File: config.mk
export PLATFORM = sky130hd
export DESIGN_NAME = gclk_stable_monitor
export DESIGN_NICKNAME = d
export VERILOG_FILES = /design/src/rtl/gclk_mon_pkg.sv /design/src/rtl/gclk_stable_chan.sv /design/src/rtl/gclk_stable_monitor.sv
export SDC_FILE = /design/constraint.sdc
export NUM_CORES = 1
export LEC_CHECK = 0
export CAP_MARGIN = 20
export CORE_ASPECT_RATIO = 2
export CORE_MARGIN = 2
export CORE_UTILIZATION = 35
export CTS_CLUSTER_DIAMETER = 120
export DETAILED_ROUTE_END_ITERATION = 6
export PLACE_DENSITY_LB_ADDON = 0.3
export RECOVER_POWER = 50
export SYNTH_ARGS = -nofsm -noshare
export SYNTH_HDL_FRONTEND = slang
export SYNTH_SLANG_ARGS = --single-unit
File: constraint.sdc
create_clock -name clk -period 3.03 [get_ports clk]
set_input_delay 0.909 -clock clk [delete_from_list [all_inputs] [get_ports clk]]
set_output_delay 0.909 -clock clk [all_outputs]
set_load 0.03 [all_outputs]
File: src/rtl/gclk_mon_pkg.sv
// gclk_mon_pkg: shared definitions for the global-clock stability monitor.
//   - DEF_* : default parameter values for gclk_stable_monitor
//   - chan_status_t : per-channel registered status {stable, settled, viol}
//   - cnt_max() : saturation value of a CNT_W-bit stable-run counter
package gclk_mon_pkg;

    localparam int DEF_CHANNELS   = 4;
    localparam int DEF_WIDTH      = 8;
    localparam int DEF_CNT_W      = 4;
    localparam int DEF_MIN_STABLE = 3;

    typedef struct packed {
        logic stable;
        logic settled;
        logic viol;
    } chan_status_t;

    function automatic int unsigned cnt_max(input int unsigned cnt_w);
        return (32'd1 << cnt_w) - 32'd1;
    endfunction

endpackage

File: src/rtl/gclk_stable_chan.sv
// gclk_stable_chan: one monitored channel.
// Ports:
//   clk, rst     - global clock, async active-high reset
//   en_i         - monitor enable (shared)
//   valid_i      - past sample is valid (shared warm-up flag from the top)
//   lock_i       - channel must not change
//   clr_i        - synchronous clear of the sticky violation bit
//   sig_i        - this channel's sample
//   stable_o     - sample equalled the previous one (registered)
//   settled_o    - run counter >= MIN_STABLE (registered)
//   run_cnt_o    - saturating stable-run counter
//   viol_o       - sticky locked-channel violation
//   viol_next_o  - next-state of viol_o, for the registered OR in the top
module gclk_stable_chan
    import gclk_mon_pkg::*;
#(
    parameter int WIDTH      = DEF_WIDTH,
    parameter int CNT_W      = DEF_CNT_W,
    parameter int MIN_STABLE = DEF_MIN_STABLE
) (
    input  logic             clk,
    input  logic             rst,
    input  logic             en_i,
    input  logic             valid_i,
    input  logic             lock_i,
    input  logic             clr_i,
    input  logic [WIDTH-1:0] sig_i,
    output logic             stable_o,
    output logic             settled_o,
    output logic [CNT_W-1:0] run_cnt_o,
    output logic             viol_o,
    output logic             viol_next_o
);

    localparam logic [CNT_W-1:0] CNT_MAX = CNT_W'(cnt_max(CNT_W));
    localparam logic [CNT_W-1:0] MIN_CNT = CNT_W'(MIN_STABLE);

    logic [WIDTH-1:0] past_q;
    logic [CNT_W-1:0] cnt_q;
    logic [CNT_W-1:0] cnt_next;
    chan_status_t     status_q;
    logic             eq;
    logic             viol_next;

    always_comb begin
        eq       = (sig_i == past_q);
        cnt_next = cnt_q;
        if (en_i) begin
            // warm-up edge and any change both restart the run from 0
            if (!valid_i || !eq)
                cnt_next = '0;
            else if (cnt_q != CNT_MAX)
                cnt_next = cnt_q + 1'b1;
        end
        // set has priority over clear; clear is honoured even while disabled
        viol_next = (status_q.viol & ~clr_i) | (en_i & valid_i & ~eq & lock_i);
    end

    always_ff @(posedge clk or posedge rst) begin
        if (rst) begin
            past_q   <= '0;
            cnt_q    <= '0;
            status_q <= '0;
        end else begin
            status_q.viol <= viol_next;
            cnt_q         <= cnt_next;
            if (en_i) begin
                past_q           <= sig_i;
                status_q.stable  <= valid_i & eq;
                status_q.settled <= valid_i & (cnt_next >= MIN_CNT);
            end else begin
                status_q.stable  <= 1'b0;
                status_q.settled <= 1'b0;
            end
        end
    end

    assign stable_o    = status_q.stable;
    assign settled_o   = status_q.settled;
    assign viol_o      = status_q.viol;
    assign run_cnt_o   = cnt_q;
    assign viol_next_o = viol_next;

endmodule

File: src/rtl/gclk_stable_monitor.sv
// gclk_stable_monitor: multi-channel global-clock stability monitor.
// Compares every channel's sample with the previous global-clock sample,
// keeps a saturating stable-run count and a sticky violation flag for
// locked channels.
// Ports:
//   clk        - global clock (posedge)
//   rst        - asynchronous active-high reset
//   en_i       - enable; low freezes counters and forces warm-up
//   sig_i      - CHANNELS*WIDTH samples, channel c at [c*WIDTH +: WIDTH]
//   lock_i     - per-channel must-not-change
//   clr_i      - synchronous clear of all violation bits
//   stable_o   - per-channel registered stability
//   settled_o  - per-channel run count >= MIN_STABLE
//   run_cnt_o  - per-channel run counts, CNT_W bits each
//   viol_o     - per-channel sticky violation
//   any_viol_o - registered OR of viol_o
// Optional: define GCLK_STABLE_MONITOR_ASSERT_EN to add a global clocking
// block and per-channel concurrent property checks.
module gclk_stable_monitor
  import gclk_mon_pkg::*;
#(
  parameter int CHANNELS   = DEF_CHANNELS,
  parameter int WIDTH      = DEF_WIDTH,
  parameter int CNT_W      = DEF_CNT_W,
  parameter int MIN_STABLE = DEF_MIN_STABLE
) (
  input  logic                      clk,
  input  logic                      rst,
  input  logic                      en_i,
  input  logic [CHANNELS*WIDTH-1:0] sig_i,
  input  logic [CHANNELS-1:0]       lock_i,
  input  logic                      clr_i,
  output logic [CHANNELS-1:0]       stable_o,
  output logic [CHANNELS-1:0]       settled_o,
  output logic [CHANNELS*CNT_W-1:0] run_cnt_o,
  output logic [CHANNELS-1:0]       viol_o,
  output logic                      any_viol_o
);

  logic                valid_q;
  logic                any_viol_q;
  logic [CHANNELS-1:0] viol_next;

  // valid drops whenever disabled, so re-enabling repeats warm-up
  always_ff @(posedge clk or posedge rst) begin
    if (rst) begin
      valid_q    <= 1'b0;
      any_viol_q <= 1'b0;
    end else begin
      valid_q    <= en_i;
      any_viol_q <= |viol_next;
    end
  end

  assign any_viol_o = any_viol_q;

  for (genvar c = 0; c < CHANNELS; c++) begin : g_chan
    gclk_stable_chan #(
      .WIDTH      (WIDTH),
      .CNT_W      (CNT_W),
      .MIN_STABLE (MIN_STABLE)
    ) u_chan (
      .clk         (clk),
      .rst         (rst),
      .en_i        (en_i),
      .valid_i     (valid_q),
      .lock_i      (lock_i[c]),
      .clr_i       (clr_i),
      .sig_i       (sig_i[c*WIDTH +: WIDTH]),
      .stable_o    (stable_o[c]),
      .settled_o   (settled_o[c]),
      .run_cnt_o   (run_cnt_o[c*CNT_W +: CNT_W]),
      .viol_o      (viol_o[c]),
      .viol_next_o (viol_next[c])
    );
  end

`ifdef GCLK_STABLE_MONITOR_ASSERT_EN
  global 

  for (genvar c = 0; c < CHANNELS; c++) begin : g_chk
    
    
    
    
  end
`endif

endmodule

# ---- After elaboration in Yosys (flattened, before gate mapping)
# Cells that the tools add are included.
dict set report classes {
  n_mux 16
  magnitude_cmp 4
  n_eq_ne 8
  addsub 4
  n_bitwise 30
  reduce_logical 10
}
# cell count
set op_table {}
lappend op_table {{4-bit 2-to-1 mux} 12}
lappend op_table {{8-bit equality test} 4}
lappend op_table {{1-bit bitwise AND} 21}
lappend op_table {{4-bit by 1-bit adder with 4-bit output, second input constant} 4}
lappend op_table {{4-bit by 2-bit greater-or-equal comparator with 1-bit output, second input constant} 4}
lappend op_table {{4-bit inequality test, second input constant} 4}
lappend op_table {{2-bit 2-to-1 mux} 4}
lappend op_table {{1-bit logical NOT} 5}
lappend op_table {{1-bit NOT} 5}
lappend op_table {{1-bit logical OR} 4}
lappend op_table {{1-bit bitwise OR} 4}
lappend op_table {{4-bit OR reduction} 1}
dict set report word_totals {
  ff_bits 62
  output_inout_bits 29
}

# ---- Longest topological paths before layout
# Gate-level depths: netlist (run 1).
dict set report logic_depth {
  depth_word 8
  mapped_depth 7
  ltp_nobuf 7
}

# ---- Cells and area by module
# A second synthesis (run 1) with hierarchy kept.
dict set report hier_totals {
  hier_cells 288
  hier_area_um2 3214.3
}
# module area_each_um2 n_inst seq_area_each_um2 cells_each
set by_module_without_submodules {}
lappend by_module_without_submodules {gclk_stable_chan 788.3 4 375.4 71}
lappend by_module_without_submodules {gclk_stable_monitor 61.3 1 50.0 4}

# ---- Worst setup path after synthesis (run 1)
# Ideal clock, no wire load.
dict set report synth_path {
  kind {input port to flip-flop}
  start {input sig_i[14]}
  end {register any_viol_q, in the netlist any_viol_o}
  arrival_ps 2208
  path_buffers 0
  path_slack_ps 684
  stages 6
  required_time_ps 2892
  cell_sequence {xnor2_1 > nand4_1 > or3_4 > nand3_2 > o21ai_2 > or4_1}
}
dict set report synth_between {
  elab_chain_cells 6
}
# element line
set synth_rtl {}
lappend synth_rtl {{start: declaration} gclk_stable_monitor.sv:30} ;# input logic [CHANNELS*WIDTH-1:0] sig_i,
lappend synth_rtl {{8-bit equality test} gclk_stable_chan.sv:46} ;# eq = (sig_i == past_q);
lappend synth_rtl {{1-bit NOT} gclk_stable_chan.sv:56} ;# viol_next = (status_q.viol & ~clr_i) | (en_i & valid_i & ~eq & lock_i);
lappend synth_rtl {{1-bit bitwise AND (2 in a row)} gclk_stable_chan.sv:56}
lappend synth_rtl {{1-bit bitwise OR} gclk_stable_chan.sv:56}
lappend synth_rtl {{via g_chan[1].u_chan.viol_next_o} gclk_stable_chan.sv:32} ;# output logic viol_next_o
lappend synth_rtl {{4-bit OR reduction} gclk_stable_monitor.sv:51} ;# any_viol_q <= |viol_next;
lappend synth_rtl {{end signal: assignment} gclk_stable_monitor.sv:51}
lappend synth_rtl {{end: declaration} gclk_stable_monitor.sv:41} ;# logic any_viol_q;
# The timed path passes the listed nets, and every way through them passes these cells.
# A chain may end at the register's enable or synchronous reset.

# ---- Final worst setup path (run 1)
dict set report layout_path {
  start {input sig_i[14]}
  end {register g_chan[1].u_chan.status_q, in the netlist g_chan[1].u_chan.settled_o}
}
dict set report layout_between {
  elab_chain_cells 8
}
# element line
set layout_rtl {}
lappend layout_rtl {{8-bit equality test} gclk_stable_chan.sv:46}
lappend layout_rtl {{1-bit logical NOT} gclk_stable_chan.sv:50} ;# if (!valid_i || !eq)
lappend layout_rtl {{1-bit logical OR} gclk_stable_chan.sv:50}
lappend layout_rtl {{4-bit 2-to-1 mux} gclk_stable_chan.sv:50}
lappend layout_rtl {{4-bit 2-to-1 mux} gclk_stable_chan.sv:48} ;# if (en_i) begin
lappend layout_rtl {{via g_chan[1].u_chan.cnt_next[1]} gclk_stable_chan.sv:40} ;# logic [CNT_W-1:0] cnt_next;
lappend layout_rtl {{4-bit by 2-bit greater-or-equal comparator with 1-bit output} gclk_stable_chan.sv:70} ;# status_q.settled <= valid_i & (cnt_next >= MIN_CNT);
lappend layout_rtl {{1-bit bitwise AND} gclk_stable_chan.sv:70}
lappend layout_rtl {{2-bit 2-to-1 mux} gclk_stable_chan.sv:67} ;# if (en_i) begin
lappend layout_rtl {{end: declaration} gclk_stable_chan.sv:41} ;# chan_status_t status_q;
# The timed path passes the listed nets, and every way through them passes these cells.

==> impl_metrics.json, run 1 <==
{
  "status": "finished with violations",
  "violations": "max-capacitance violations, max-slew violations",
  "r2r_slack_ns": 1.01,
  "port_buffers": 68,
  "slew_headroom_pct": -2.823,
  "syn_avg_cell_area_um2": 11.25,
  "postRouteAntennaNets": 0,
  "hold_ws_ns": 0.5221,
  "yosys-top-cells-count": "dfrtp_1 (62), mux2_2 (32), xor2_1 (24), a21oi_1 (18), nand2_1 (18)",
  "regArea_um2": 1551,
  "clock.fmax_mhz": 375.6,
  "yosysTopAreaCell": "dfrtp_1",
  "post_cts_buffers": 0,
  "synth_edf_count": 0,
  "drtIter0Drc": 121,
  "antenna_found_initial": 0,
  "syn-instance-count": 274,
  "rr_endpoint": "g_chan[1].u_chan.settled_o",
  "timing.final.ws_setup_ns": 0.3675,
  "post_cts_resized": 0,
  "min_to": "g_chan[2].u_chan.past_q[7]",
  "syn_to_final_growth_pct": 32.55,
  "hold_class": "reg -> reg",
  "yosysUniqueCellTypes": 38,
  "path_clk_slew_ns": 0.05,
  "cts_root_buf": "clkbuf_16",
  "syn-num-nets": 318,
  "arrival_ns": 2.93,
  "dp_hpwl_um": 4904,
  "drv_cap": 1,
  "clock_latency_ns": 0.33,
  "crit_fanout": 2,
  "wl_per_cell_um": 14.78,
  "worstPathRequired_ns": 3.30,
  "synth.most_common_cell": "dfrtp_1",
  "finalHoldViolations": 0,
  "setup_viol": 0,
  "min_from": "g_chan[2].u_chan.past_q[7]",
  "grt_pass1_vias": 2365,
  "fillers": 822,
  "synth_ff_type": "dfrtp_1",
  "maxSlewViolCount": 63,
  "final_util_pct": 47.58,
  "final_layout_size_suffix_gt1_share_pct": 17.34,
  "rsz0062_at_grt": "no",
  "io_pins": 69,
  "cts.sinks": 62,
  "cts_hold_buf": 0,
  "grt_pass1_wl_um": 10850,
  "finalNetCount": 386,
  "cts_tree": "built",
  "vdd_drop_max_v": 0.0003317,
  "multi_input_area_um2": 1364,
  "die_y_um": 136.7,
  "synth-seq-cells": 62,
  "drc": 0,
  "yosys.area.top_type_share_pct": 50.32,
  "numCtsBuffers": 9,
  "vias": 2306,
  "drtPass1Iterations": 4,
  "clock_path_buffers": 2,
  "end_kind": "register",
  "htree_levels": 3,
  "power_mw": 2.103,
  "yosys_warnings": 0,
  "worst_pin_slew_ns": 1.542,
  "powerDensity_nw_per_um2": 514.6,
  "min_path_cells": 1,
  "start_util_pct": 35.90,
  "r2r_start": "g_chan[1].u_chan.past_q[6]",
  "placed_cells": 431,
  "routed_via_density": 5.170,
  "gp_congestion": 0.8147,
  "r2r_cells": 7,
  "grt-ovfl-total": 0,
  "period_share_pct": 87.87,
  "finalClockSkew_ns": 0.005554,
  "dieArea_um2": 9621,
  "period_needed_ns": 2.663,
  "worstSetupPathType": "in -> reg",
  "instances_no_fill": 446,
  "fp.coreArea_um2": 8588,
  "p_leak_nw": 1.689,
  "rows": 48,
  "syn_area_um2": 3083,
  "grt_max_degree": 63,
  "synth.area.top_cells": "dfrtp_1 (50%), mux2_2 (12%), xor2_1 (6.8%)",
  "die_w_um": 70.37,
  "start_kind": "input pin",
  "synth_async_sr_flop_share_pct": 100.0,
  "antenna_cells": 0,
  "dp_slack_ns": -0.003049,
  "drt_wl_total_um": 6593,
  "yosysSeqAreaShare_pct": 50.32,
  "grt_use_total_pct": 14.76
}
==> cell families after synthesis <==
kind of cell / share of synthesized area (%)
XOR/XNOR: 9.091
adder cells (fa/ha/maj): 1.623
multiplexers: 11.69
AO/OA/AOI/OAI: 9.822
AND/OR/NAND/NOR: 12.01
buffers and inverters: 5.438
flip-flops: 50.32
==> power breakdown <==
part | internal [mW] | switching, mW | leakage (nW) | total [mW]
Combinational | 0.139 | 0.118 | 0.772 | 0.257
Clock | 0.592 | 0.343 | 0.133 | 0.935
Sequential | 0.880 | 0.0311 | 0.784 | 0.911
==> worst max-delay path by stage <==
| stage | startpoint | to |
|---|---|---|
| floorplan | rst | any_viol_o |
| global placement | sig_i[14] | any_viol_o |
| detailed placement | sig_i[8] | g_chan[1].u_chan.settled_o |
| CTS | sig_i[8] | g_chan[1].u_chan.settled_o |
| global route | rst | g_chan[2].u_chan.past_q[7] |
| finish | sig_i[14] | g_chan[1].u_chan.settled_o |
==> critical path: stages <==
cell             delay, ns
clkdlybuf4s50_1       0.50
xnor2_1               0.14
nand4_1               0.19
buf_4                 0.19
o41ai_1               0.48
a32o_1                0.20
a21boi_1              0.18
o21a_1                0.14
==> metal layers <==
metal	GRT usage (%)	up-vias	routed length, µm
li1	-	1099	-
met5	0	-	0
met2	26.62	54	3673
met1	14.38	1138	2395
met3	3.903	15	260
met4	10.04	0	264
==> layout make-up <==
cell class,instances,area share [%]
Sequential cell,62,37.97
Inverter,13,1.194
Clock inverter,1,0.1225
Multi-Input combinational cell,180,33.37
Clock buffer,14,6.460
Timing Repair Buffer,76,17.82
Tap cell,100,3.062
==> per-stage QoR <==
stage | TNS [ns] | instance area, µm²
floorplan | 0 | 3083
global placement | 0 | 3837
detailed placement | -0.003049 | 3837
CTS | 0 | 4106
global route | 0 | 4086
finish | 0 | 4086
==> sequential cells by signal (all words and copies together), names as in the netlist <==
signal	count
g_chan.u_chan.stable_o	4
g_chan.u_chan.run_cnt_o	16
g_chan.u_chan.viol_o	4
g_chan.u_chan.settled_o	4
g_chan.u_chan.past_q	32
valid_q	1
any_viol_o	1
==> layout by cell type (no fill, tap or decap), types with 2 or more instances in the layout <==
cell and instances:
nor4_1 2, inv_1 12, a21oi_1 18, clkbuf_16 9, mux2_2 32, nand3b_1 5
clkbuf_8 2, o31ai_1 3, dfrtp_1 62, nor4_2 5, clkbuf_1 5, and3_1 8
a22o_1 2, o21ai_0 10, ha_1 4, nor2_1 11, nand4_1 2, clkdlybuf4s50_1 66
nand3_1 8, a32o_1 3, xor2_1 24, nand2_1 18, xnor2_1 8, buf_4 6
a41o_1 2, o2111ai_1 2
Power figures use the tool's default switching activity.
==> run 2: changes to the inputs <==
--- a/config.mk
+++ b/config.mk
@@ -8,9 +8,8 @@
 export CAP_MARGIN = 20
 export CORE_ASPECT_RATIO = 2
-export CORE_MARGIN = 2
 export CORE_UTILIZATION = 35
 export CTS_CLUSTER_DIAMETER = 120
 export DETAILED_ROUTE_END_ITERATION = 6
-export PLACE_DENSITY_LB_ADDON = 0.3
+export PLACE_DENSITY = 0.58
 export RECOVER_POWER = 50
 export SYNTH_ARGS = -nofsm -noshare
==> constraint.sdc (replaced) <==
create_clock -name clk -period 3.03 [get_ports clk]
set_input_delay 0.303 -clock clk [delete_from_list [all_inputs] [get_ports clk]]
set_output_delay 0.303 -clock clk [all_outputs]
set_load 0.03 [all_outputs]
==> run 2 against run 1 <==
  * The run now ends clean
  * Critical path depth down 1
  * Die area down 4.3%
  * Via count down 3.4%
  * Setup slack better by 0.61 ns
  * Clock power up 5.7%
  * Power up 2.3%
  * First-iteration DRC count up 14%
  * Core utilization down 0.19 points
  * Sequential share of layout area up 0.15 points
  * Global-route usage up 1.5 points
  * Clock skew down 0.0010 ns
  * Highest routed layer unchanged
==> impl_metrics.json, run 2 (synthesis results as in run 1) <==
{
  "status": "completed",
  "dieArea_um2": 9211,
  "power_mw": 2.151,
  "max_stage_delay_ns": 0.50,
  "routed_via_density": 5.073,
  "start_util_pct": 35.90,
  "path_clk_slew_ns": 0.05,
  "drc": 0,
  "numCtsBuffers": 9,
  "period_share_pct": 67.85,
  "cp_slowest_cell": "or4_1",
  "largest_reg_flops": 32,
  "vias": 2227,
  "end_kind": "register",
  "cts_tree": "built",
  "die_w_um": 68.37,
  "final_util_pct": 47.39,
  "drtIter0Drc": 138,
  "cp_cell_sequence": "clkdlybuf4s50_1 -> xnor2_1 -> nand4_1 -> or3_4 -> nand3_2 -> o21ai_2 -> or4_1",
  "dp_slack_ns": 0.6334,
  "post_cts_buffers": 0,
  "antenna_cells": 0,
  "hold_class": "in -> reg",
  "clock_path_buffers": 2,
  "critPathTopFamily": "simple AND/OR/NAND/NOR gates",
  "port_buffers": 68,
  "p_leak_nw": 1.681,
  "setup_viol": 0,
  "drv_cap": 0,
  "dp_hpwl_um": 4845,
  "gp_congestion": 0.8052,
  "clock.fmax_mhz": 486.4,
  "rows": 48,
  "start_kind": "input pin",
  "powerDensity_nw_per_um2": 528.6,
  "final_common_cell": "clkdlybuf4s50_1",
  "io_pins": 69,
  "period_needed_ns": 2.056,
  "worst_pin_slew_ns": 1.321,
  "postRouteAntennaNets": 0,
  "timing.final.ws_setup_ns": 0.9743,
  "grt_pass1_vias": 2285,
  "wl_per_cell_um": 14.90,
  "rsz0062_at_grt": "no",
  "hold_ws_ns": 0.3440,
  "grt_pass1_wl_um": 10850,
  "worstSetupPathType": "in -> reg",
  "finalHoldViolations": 0,
  "finalSetupTns_ns": 0,
  "largest_register": "g_chan.u_chan.past_q",
  "finalNetCount": 380,
  "cp_num_buf_inv": 1,
  "grt-ovfl-total": 0,
  "drtPass1Iterations": 4,
  "crit_fanout": 3,
  "die_y_um": 134.7,
  "maxSlewViolCount": 0,
  "final_cell_mix": "clkdlybuf4s50_1 (66), dfrtp_1 (62), mux2_2 (32), xor2_1 (24)",
  "antenna_found_initial": 0,
  "finalClockSkew_ns": 0.004507,
  "cts.sinks": 62,
  "grt_max_degree": 53,
  "drt_wl_total_um": 6541,
  "syn_to_final_growth_pct": 32.02,
  "cts_hold_buf": 0,
  "grt_use_total_pct": 16.27,
  "final_layout_size_suffix_gt1_share_pct": 16.81,
  "slew_headroom_pct": 11.92,
  "worstPathRequired_ns": 3.22,
  "arrival_ns": 2.25,
  "vdd_drop_max_v": 0.0003783,
  "cts_root_buf": "clkbuf_16",
  "htree_levels": 3,
  "post_cts_resized": 0,
  "fp.coreArea_um2": 8588,
  "clock_latency_ns": 0.32
}
run 2: changes by cell type in the layout (fill, tap and decap cells not counted), sizes merged:
| cell | change |
|---|---|
| buf | -5 |
| clkbuf | -1 |
| clkinv | -2 |
| inv | +1 |
run 2: per-layer routing:
layer  GRT usage, %  wire, µm  up-vias
met4          7.986       123        0
met1          18.00      2549     1091
met3          4.392       210        9
met5              0         0        -
met2          27.51      3658       51
li1               -         -     1076
run 2: worst paths after layout:
path                            slack (ns)                  startpoint                            end  cells past startpoint
max in group asynchronous             1.01                         rst     g_chan[2].u_chan.past_q[5]                      3
worst min-delay path                  0.34                        en_i  g_chan[3].u_chan.run_cnt_o[2]                      2
worst min register to register        0.52  g_chan[0].u_chan.past_q[7]     g_chan[0].u_chan.past_q[7]                      1
worst max register to register        1.04  g_chan[1].u_chan.past_q[6]                     any_viol_o                      6
worst max-delay path                  0.97                   sig_i[14]                     any_viol_o                      7
min in group asynchronous             0.40                         rst     g_chan[1].u_chan.past_q[6]                      2
run 2: power by group:
part / switching (mW) / internal, mW
Combinational: 0.117 / 0.135
Sequential: 0.0315 / 0.880
Clock: 0.333 / 0.655
Total: 0.481 / 1.67
run 2: layout make-up:
class	instances	area (µm²)
timing repair buffer	70	686.9
inverter	13	48.80
multi-input combinational	180	1364
sequential	62	1551
tap	100	125.1
fill	809	4518
clock buffer	14	294.0
run 2: per-stage QoR:
step	cell area, µm²	std cells
after floorplan	3083	274
after global placement	3792	425
after detailed placement	3792	425
after CTS	4086	439
after global routing	4070	439
final	4070	439
==> run 3: changes to the inputs <==
- PLACE_DENSITY: 0.58 -> 0.6
- clock period: 3.03 -> 1.7 ns (I/O delays scaled with it)
==> run 3 against run 2 <==
  * Sequential power is 79% higher
  * Flip-flop and latch count stayed put
  * First-iteration DRC count is 11% higher
  * Die area stayed put
  * The flow now finishes with violations (negative setup slack)
  * Sequential share of layout area is 3.2 points lower
  * Register-to-register slack worse by 1.3 ns
  * Global-route usage is 0.76 points higher
  * Via count is 8.4% higher
  * Critical path type is now reg -> reg
  * Wire length is 8.1% higher
==> impl_metrics.json, run 3 (synthesis results as in run 1) <==
{
  "final_layout_size_suffix_gt1_share_pct": 29.79,
  "io_pins": 69,
  "drt_wl_total_um": 7073,
  "final_cell_mix": "dfrtp_1 (62), clkdlybuf4s50_1 (62), mux2_2 (32), buf_4 (27), xor2_1 (23)",
  "htree_levels": 3,
  "combPwrFrac_pct": 13.5,
  "place_area_um2": 4021,
  "largest_reg_flops": 32,
  "clock_latency_ns": 0.33,
  "hold_ws_ns": 0.3075,
  "largest_register": "g_chan.u_chan.past_q",
  "fp.coreArea_um2": 8588,
  "pwr-share-seq_pct": 43.2,
  "period_needed_ns": 1.928,
  "cts.sinks": 62,
  "start_kind": "register",
  "rsz0062_at_grt": "yes",
  "grt_use_total_pct": 17.03,
  "worstSetupPathType": "reg -> reg",
  "cts_hold_buf": 0,
  "finalHoldViolations": 0,
  "drv_cap": 0,
  "vdd_drop_max_v": 0.0006229,
  "period_share_pct": 113.4,
  "finalNetCount": 415,
  "setup_viol": 5,
  "port_buffers": 68,
  "cp_cell_sequence": "xnor2_1 -> nand4_1 -> or3_4 -> nand3_2 -> o21ai_2 -> or4_1",
  "dp_hpwl_um": 5122,
  "clock.fmax_mhz": 518.7,
  "finish.instance_area_um2": 4443,
  "crit_fanout": 3,
  "arrival_ns": 2.13,
  "die_w_um": 68.37,
  "die_y_um": 134.7,
  "status": "finished with violations",
  "instances_no_fill": 476,
  "wl_per_cell_um": 14.86,
  "worstPathRequired_ns": 1.90,
  "slew_headroom_pct": 35.19,
  "cts_root_buf": "clkbuf_16",
  "drtIter0Drc": 153,
  "p_leak_nw": 1.919,
  "grt_pass1_vias": 2463,
  "clock_path_buffers": 2,
  "finalClockSkew_ns": 0.003061,
  "swShare_pct": 23.65,
  "internal-power_mw": 2.872,
  "violations": "negative setup slack",
  "antenna_found_initial": 0,
  "maxSlewViolCount": 0,
  "placed_cells": 455,
  "power_frac_clock_pct": 43.3,
  "antenna_cells": 0,
  "start_util_pct": 35.90,
  "r2r_slack_ns": -0.23,
  "routed_via_density": 5.074,
  "rows": 48,
  "cp_slowest_cell": "or4_1",
  "end_kind": "register",
  "drc": 0,
  "final_util_pct": 51.73,
  "dieArea_um2": 9211,
  "gp_congestion": 0.8264,
  "hold_class": "in -> reg",
  "grt_max_degree": 63,
  "switching_power_uw": 889.5,
  "grt-ovfl-total": 0,
  "worst_pin_slew_ns": 0.9722,
  "cts_tree": "built",
  "syn_to_final_growth_pct": 44.12,
  "timing.final.ws_setup_ns": -0.2279,
  "postRouteAntennaNets": 0,
  "path_clk_slew_ns": 0.05,
  "grt_pass1_wl_um": 11340,
  "max_stage_delay_ns": 0.50,
  "numCtsBuffers": 9,
  "finalSetupTns_ns": -0.4956,
  "drtPass1Iterations": 4,
  "vias": 2415,
  "powerDensity_nw_per_um2": 846.6
}
==> run 3: final cells by class <==
| type | instances | area (µm²) |
|---|---|---|
| fillers | 790 | 4145 |
| flip-flops and latches | 62 | 1551 |
| multi-input cells | 180 | 1473 |
| repair buffers | 105 | 978.4 |
| clock buffers | 15 | 257.7 |
| well taps | 100 | 125.1 |
| inverters | 13 | 52.55 |
| clock inverters | 1 | 5.005 |
==> run 3: routing by layer <==
metal	GRT usage, %	up-vias	share of wire, %
li1	-	1148	-
met1	17.65	1184	37
met2	29.08	63	55
met3	3.294	20	3.7
met4	12.04	0	4.3
met5	0	-	0
==> run 3: repair_timing <==
action	4_1_cts	5_1_grt
cloned	0	0
endpoints found under the setup margin	12	18
gates resized for setup	19	26
pin swaps	13	21
setup buffers	6	5
==> run 3: worst paths after layout <==
kind                                            start                       endpoint  cells after the start
setup / recovery           g_chan[1].u_chan.past_q[0]                     any_viol_o                      6
hold / removal                                   en_i     g_chan[3].u_chan.settled_o                      4
max in group asynchronous                         rst  g_chan[2].u_chan.run_cnt_o[1]                      3
setup reg to reg           g_chan[1].u_chan.past_q[0]                     any_viol_o                      6
min in group asynchronous                         rst     g_chan[0].u_chan.past_q[5]                      3
hold reg to reg               g_chan[2].u_chan.viol_o        g_chan[2].u_chan.viol_o                      2
==> run 3: critical path, delay by kind of cell (launching register included) <==
family / cells / cell delay, ns
flip-flops: 1 / 0.38
AO/OA/AOI/OAI: 1 / 0.06
XOR/XNOR: 1 / 0.16
AND/OR/NAND/NOR: 4 / 1.20
==> run 3: power by group through the flow <==
stage	logic (mW)	registers, mW	clock network, mW
after floorplan	0.281	1.65	0
final	0.508	1.63	1.63
after global placement	0.481	1.64	0
after detailed placement	0.489	1.65	0
after CTS	0.517	1.62	1.69
after global routing	0.553	1.64	1.73
==> run 3: stage by stage <==
step | power (mW) | worst slack, ns
after floorplan | 1.927 | -0.02021
after global placement | 2.125 | -0.4771
after detailed placement | 2.138 | -0.5001
after CTS | 3.828 | -0.2197
after global routing | 3.919 | -0.2989
final | 3.761 | -0.2279
